--- config.mk ---
export PLATFORM = sky130hd
export DESIGN_NAME = dft_vdline_flat
export DESIGN_NICKNAME = d
export VERILOG_FILES = /design/src/rtl/dft_vdline_if.sv /design/src/rtl/dft_vdline.sv /design/src/flat_wrapper.sv
export SDC_FILE = /design/constraint.sdc
export NUM_CORES = 1
export LEC_CHECK = 0
export BUFFER_PORTS_ARGS = -buffer_cell sky130_fd_sc_hd__buf_4
export CORE_MARGIN = 2
export CORE_UTILIZATION = 56
export CTS_CLUSTER_SIZE = 14
export DETAILED_ROUTE_END_ITERATION = 8
export GPL_TIMING_DRIVEN = 0
export PLACE_DENSITY = 0.76
export SYNTH_ARGS = -nofsm -noshare
export SYNTH_HDL_FRONTEND = slang
export SYNTH_SLANG_ARGS = --single-unit
--- constraint.sdc ---
create_clock -name clk -period 6.6 [get_ports clk]
set_input_delay 0.99 -clock clk [delete_from_list [all_inputs] [get_ports clk]]
set_output_delay 0.99 -clock clk [all_outputs]
set_load 0.005 [all_outputs]
--- src/rtl/dft_vdline_if.sv ---
// Bundle of configuration, sample input and delayed output signals for dft_vdline.
// Latency: none; this is wiring only.
// Backpressure: none; the delay line accepts every valid sample.
interface dft_vdline_if #(
    parameter int DATA_W = 16,
    parameter int CHAN_N = 1,
    parameter int DEL_W  = 5
);
    logic [DEL_W-1:0]         cfg_delay;
    logic                     cfg_load;
    logic                     flush;
    logic                     din_vld;
    logic [CHAN_N*DATA_W-1:0] din;
    logic                     dout_vld;
    logic [CHAN_N*DATA_W-1:0] dout;
    logic [DEL_W-1:0]         delay_cur;
    logic                     primed;

    modport master (
        output cfg_delay, cfg_load, flush, din_vld, din,
        input  dout_vld, dout, delay_cur, primed
    );

    modport slave (
        input  cfg_delay, cfg_load, flush, din_vld, din,
        output dout_vld, dout, delay_cur, primed
    );
endinterface

--- src/rtl/dft_vdline.sv ---
// Multi-channel delay line with a run-time programmable depth of 0..MAX_STAGES samples.
// Latency: dout is registered one clock after the accepted sample that releases it.
// Backpressure: none; output is gated off until the fill count reaches the delay.
module dft_vdline #(
    parameter int MAX_STAGES = 16,
    parameter int DATA_W     = 16,
    parameter int CHAN_N     = 1,
    parameter int DEF_DELAY  = 1
) (
    input  logic         clk,
    input  logic         rst_n,
    dft_vdline_if.slave  bus
);
    localparam int DEL_W = $clog2(MAX_STAGES + 1);
    localparam int W     = CHAN_N * DATA_W;
    localparam logic [DEL_W-1:0] MAX_D = DEL_W'(MAX_STAGES);
    localparam logic [DEL_W-1:0] DEF_D = DEL_W'(DEF_DELAY);

    logic [W-1:0]     line [MAX_STAGES];
    logic [DEL_W-1:0] fill;
    logic [DEL_W-1:0] delay_q;
    logic [W-1:0]     dout_q;
    logic             dout_vld_q;

    logic [DEL_W-1:0] req_d;
    logic [DEL_W-1:0] eff_d;
    logic [DEL_W-1:0] eff_fill;
    logic             eff_primed;
    logic             clear;
    logic [W-1:0]     tap;

    // A load or flush this cycle takes effect before gating the sample arriving with it;
    // the tap is selected from pre-shift contents, with D==0 passing din straight through.
    always_comb begin
        req_d      = (bus.cfg_delay > MAX_D) ? MAX_D : bus.cfg_delay;
        clear      = bus.cfg_load | bus.flush;
        eff_d      = bus.cfg_load ? req_d : delay_q;
        eff_fill   = clear ? '0 : fill;
        eff_primed = (eff_fill >= eff_d);
        tap        = bus.din;
        for (int i = 0; i < MAX_STAGES; i++) begin
            if (eff_d == DEL_W'(i + 1)) begin
                tap = line[i];
            end
        end
    end

    // Line shifts, fill counts and output updates happen only on accepted samples.
    always_ff @(posedge clk) begin
        if (!rst_n) begin
            for (int i = 0; i < MAX_STAGES; i++) begin
                line[i] <= '0;
            end
            fill       <= '0;
            delay_q    <= DEF_D;
            dout_q     <= '0;
            dout_vld_q <= 1'b0;
        end else begin
            delay_q <= eff_d;
            if (bus.din_vld) begin
                line[0] <= bus.din;
                for (int i = 1; i < MAX_STAGES; i++) begin
                    line[i] <= line[i-1];
                end
                dout_q     <= tap;
                dout_vld_q <= eff_primed;
                fill       <= (eff_fill == MAX_D) ? MAX_D : eff_fill + 1'b1;
            end else begin
                dout_vld_q <= 1'b0;
                fill       <= eff_fill;
            end
        end
    end

    assign bus.dout      = dout_q;
    assign bus.dout_vld  = dout_vld_q;
    assign bus.delay_cur = delay_q;
    assign bus.primed    = (fill >= delay_q);
endmodule
--- src/flat_wrapper.sv ---
// flat-port wrapper written by rule: the top's interface ports become plain ports
module dft_vdline_flat 
#(
    parameter int MAX_STAGES = 16,
    parameter int DATA_W     = 16,
    parameter int CHAN_N     = 1,
    parameter int DEF_DELAY  = 1
)
  (clk, rst_n, bus_cfg_delay, bus_cfg_load, bus_flush, bus_din_vld, bus_din, bus_dout_vld, bus_dout, bus_delay_cur, bus_primed);
  dft_vdline_if #(.DATA_W(DATA_W), .CHAN_N(CHAN_N)) bus_i ();
  input  logic clk;
  input  logic rst_n;
  input wire logic [$bits(bus_i.cfg_delay)-1:0] bus_cfg_delay;
  input wire logic [$bits(bus_i.cfg_load)-1:0] bus_cfg_load;
  input wire logic [$bits(bus_i.flush)-1:0] bus_flush;
  input wire logic [$bits(bus_i.din_vld)-1:0] bus_din_vld;
  input wire logic [$bits(bus_i.din)-1:0] bus_din;
  output wire logic [$bits(bus_i.dout_vld)-1:0] bus_dout_vld;
  output wire logic [$bits(bus_i.dout)-1:0] bus_dout;
  output wire logic [$bits(bus_i.delay_cur)-1:0] bus_delay_cur;
  output wire logic [$bits(bus_i.primed)-1:0] bus_primed;
  assign bus_i.cfg_delay = bus_cfg_delay;
  assign bus_i.cfg_load = bus_cfg_load;
  assign bus_i.flush = bus_flush;
  assign bus_i.din_vld = bus_din_vld;
  assign bus_i.din = bus_din;
  assign bus_dout_vld = bus_i.dout_vld;
  assign bus_dout = bus_i.dout;
  assign bus_delay_cur = bus_i.delay_cur;
  assign bus_primed = bus_i.primed;
  dft_vdline #(.MAX_STAGES(MAX_STAGES), .DATA_W(DATA_W), .CHAN_N(CHAN_N), .DEF_DELAY(DEF_DELAY)) u_core (.clk(clk), .rst_n(rst_n), .bus(bus_i));
endmodule
==> summary.txt <==
Timing
  • Final-report setup violation count: 0
  • Hold slack final: 0.489 ns
  • Max Slew Vio Count: 0
  • Least-Margin Pin Slew: 1.01 ns
  • Final worst-path cycle share: 0.579
  • Final min period: 3.82 ns
  • Slew headroom: 0.327
  • Final hold viol count: 0
  • Maximum operating frequency: 262 MHz
  • Post-route setup slack: 2.78 ns
  • Setup repair after global routing missed its margin: no
  • Worst clock skew: 0.0135 ns

Detailed routing
  • DRC violations left: 0
  • Number of vias in the routed layout: 11,649
  • Average detailed-routed wire length per instance: 30.1 µm
  • Number of vias per cell: 7.18
  • Antenna-violating nets left: 0
  • Initial DRC count: 2,020
  • Number of search-and-repair iterations in the first detailed-routing pass: 6
  • Wire length after detailed routing: 48,800 µm

Outcome
  • Outcome: finished clean

Worst setup path
  • Arrival time reported for the critical path endpoint: 4.22 ns
  • Max Fanout on Critical Path: 10
  • Critical-path cell list: buf_4, buf_6, and4bb_1, nor2_1, buf_4, clkbuf_1, nor2_1, a2111oi_0, o21ai_1
  • Cells on worst reg2reg path: 8
  • Crit path kind: input pin to flip-flop
  • Worst flop-to-flop path startpoint: u_core.bus.delay_cur[1]
  • Crit path launch type: input pin
  • Reg-to-Reg End: u_core.bus.dout[4]
  • Largest incremental delay on the critical path: 0.79 ns
  • CP max stage cell: sky130_fd_sc_hd__clkbuf_1
  • Register-to-register path setup slack: 2.98 ns
  • Crit path capture type: flip-flop
  • CP Data Required Time: 7.00 ns

Hold path
  • Number of cells on the worst hold path: 1
  • Hold Crit Start: u_core.bus.dout[1]
  • HP Class: flip-flop to flip-flop
  • Endpoint of the worst hold-timing path: u_core.bus.dout[1]

Die
  • Die width: 162 µm
  • Die ar.: 0.0263 mm²
  • Die height: 162 µm
  • Starting density of the core: 0.573
  • Number of top-level pins: 49
  • Core area: 0.0245 mm²
  • Number of cell rows: 57

Placed design
  • Pre-CTS setup slack: 2.42 ns
  • Number of placed instances, taps included: 1,566
  • Count of buffers from port buffering: 45
  • Post-detailed-placement half-perimeter wirelength: 34,200 µm
  • GP Congestion: 1.01

GRT
  • Largest net degree at the start of global routing: 44
  • Met1 usage: 0.488
  • Vias in the first global route: 10,861
  • Met2 track demand over resource: 0.548
  • Wire length of the first global-routing pass: 70,900 µm
  • Antenna violations before repair: 0
  • Routing layer with the top usage in global route: met2
  • Overall track demand over capacity in global routing: 0.368
  • Total grt overflow: 0
  • GR met3 Demand/Resource: 0.0940

Clock network
  • Setup bufs post-CTS: 0
  • Cts repair resizes: 0
  • Deepest level of the CTS H-tree: 1
  • CTS clock-pin slew for the worst setup and hold paths: 0.06 ns
  • Clk Tree Root Cell: sky130_fd_sc_hd__clkbuf_16
  • Clock tree from TritonCTS: yes
  • CTS Buf Count: 30
  • Clock sink total: 283
  • Maximum buffer depth of the clock tree: 3
  • Quantity of hold-fixing buffers added after cts: 0
  • Clock insertion delay at the later pin of the skew report: 0.57 ns

Synthesis
  • Number of instances in the synthesized netlist: 1,190
  • Synthesized Nets: 1,228
  • Largest cells by area after synthesis: sky130_fd_sc_hd__edfxtp_1, sky130_fd_sc_hd__and3_1, sky130_fd_sc_hd__and2_1, sky130_fd_sc_hd__dfxtp_1, sky130_fd_sc_hd__a21oi_1
  • Synth area leader: sky130_fd_sc_hd__edfxtp_1
  • Most common cell in the synthesized netlist: sky130_fd_sc_hd__edfxtp_1
  • Distinct cell type count of the synthesized netlist: 90
  • Leading post-synthesis cells by instance count: sky130_fd_sc_hd__edfxtp_1, sky130_fd_sc_hd__and3_1, sky130_fd_sc_hd__and2_1
  • Number of synthesized flops with an enable pin: 256
  • Post-synthesis async set-or-reset flop share: 0
  • Count of state elements after synthesis: 283
  • Top-area cell type share of the netlist area: 0.549
  • Most used DFF post-synth: sky130_fd_sc_hd__edfxtp_1
  • Sequential-to-total area share from yosys stat: 0.587
  • Warnings from Yosys: 0
  • Mean area per synthesized cell: 11.8 µm²
  • Cell Area, Synth: 0.0140 mm²

Layout
  • Diode insertion count for antenna repair: 0
  • Fill cell total of the finished layout: 1,900
  • Share of cells above drive strength 1: 0.128
  • Area growth syn-to-layout: 12.7%
  • Post-route insts no fill: 1,622
  • Net total in the final layout: 1,312

Power
  • Ratio of total power to cell area: 272 mW/mm²
  • Lkg Pwr: 6.44 nW
  • Peak supply drop: 222 µV

Job
  • Number of max-capacitance violations reported: 0
where the power goes:
group	switching, mW	internal, mW	total [mW]	leakage [nW]
combinational	0.368	0.182	0.550	2.96
clock	0.702	0.878	1.58	0.431
sequential	0.0786	2.09	2.17	3.05
flip-flops by register name (all words and copies together) (netlist names):
name                  count
u_core.bus.dout_vld       1
u_core.line             256
u_core.bus.delay_cur      5
u_core.bus.dout          16
u_core.fill               5
layout make-up:
type / count / area [µm²] / share of cell area
multi-input cells: 785 / 5200 / 0.329
well taps: 324 / 405 / 0.0257
clock buffers: 44 / 845 / 0.0535
clock inverters: 12 / 51.3 / 0.00325
plain buffers: 105 / 520 / 0.0329
inverters: 17 / 67.6 / 0.00428
flip-flops and latches: 283 / 8230 / 0.521
repair buffers: 52 / 478 / 0.0303
cells by family after synthesis:
| group | synth area share |
|---|---|
| AO/OA/AOI/OAI | 0.167 |
| adder cells (fa/ha/maj) | 0.0107 |
| XOR/XNOR | 0.00375 |
| multiplexers | 0.00437 |
| flip-flops | 0.587 |
| buffers and inverters | 0.0417 |
| AND/OR/NAND/NOR | 0.185 |
per-stage QoR:
step / power, mW / utilization / TNS (ns) / instance area [µm²]
2_1_floorplan: 2.47 / - / 0 / 14000
3_3_place_gp: 2.71 / 0.603 / -447.64 / 14800
3_5_place_dp: 2.72 / 0.609 / 0 / 14900
4_1_cts: 4.25 / 0.646 / 0 / 15800
5_1_grt: 4.38 / 0.646 / 0 / 15800
6_report: 4.30 / 0.646 / 0 / 15800
cell usage in the layout (no fill, tap or decap), types with 6 or more instances in the layout:
cell / synthesis / final
sky130_fd_sc_hd__nand3_1: 7 / 7
sky130_fd_sc_hd__a221oi_1: 11 / 11
sky130_fd_sc_hd__o22ai_1: 28 / 28
sky130_fd_sc_hd__buf_2: 26 / 26
sky130_fd_sc_hd__nor2b_1: 6 / 6
sky130_fd_sc_hd__and3_1: 161 / 161
sky130_fd_sc_hd__o221ai_1: 13 / 13
sky130_fd_sc_hd__a211oi_1: 7 / 7
sky130_fd_sc_hd__a2111oi_0: 6 / 6
sky130_fd_sc_hd__nor3_1: 11 / 11
sky130_fd_sc_hd__clkinv_1: 1 / 10
sky130_fd_sc_hd__and2_1: 104 / 104
sky130_fd_sc_hd__buf_6: 6 / 6
sky130_fd_sc_hd__o211ai_1: 7 / 7
sky130_fd_sc_hd__o2bb2ai_1: 8 / 8
sky130_fd_sc_hd__edfxtp_1: 256 / 256
sky130_fd_sc_hd__o32ai_1: 7 / 7
sky130_fd_sc_hd__a21oi_1: 62 / 62
sky130_fd_sc_hd__inv_1: 16 / 15
sky130_fd_sc_hd__clkbuf_16: 0 / 31
sky130_fd_sc_hd__buf_12: 0 / 7
sky130_fd_sc_hd__a21o_1: 12 / 12
sky130_fd_sc_hd__a22oi_1: 12 / 12
sky130_fd_sc_hd__dfxtp_1: 27 / 27
sky130_fd_sc_hd__or3_1: 6 / 6
sky130_fd_sc_hd__ha_1: 12 / 12
sky130_fd_sc_hd__nand2_1: 44 / 44
sky130_fd_sc_hd__clkbuf_1: 60 / 71
sky130_fd_sc_hd__buf_4: 13 / 58
sky130_fd_sc_hd__o31ai_1: 6 / 6
sky130_fd_sc_hd__o21ai_0: 59 / 59
sky130_fd_sc_hd__nor2_1: 46 / 46
worst max-delay path by stage:
stage / startpoint / endpoint / cells past startpoint
after CTS: bus_cfg_load / u_core.bus.dout[11] / 10
after global routing: rst_n / u_core.line[1][57] / 6
final: bus_cfg_load / u_core.bus.dout[4] / 9
after global placement: rst_n / u_core.line[0][73] / 4
after floorplan: rst_n / u_core.line[0][0] / 4
after detailed placement: bus_cfg_load / u_core.bus.dout[11] / 10
routing by layer:
| layer | part of all wire | routed length, µm |
|---|---|---|
| met1 | 0.35 | 17200 |
| met2 | 0.43 | 21200 |
| met3 | 0.14 | 6820 |
| met4 | 0.074 | 3600 |
| met5 | 0 | 0 |
worst max-delay path: cells and delay by family:
family / cells / cell delay (ns)
buffers and inverters: 4 / 1.41
AOI/OAI and AO/OA: 2 / 0.98
and+or+nand+nor: 3 / 0.83
No activity file was read; power rests on OpenSTA's default activity.
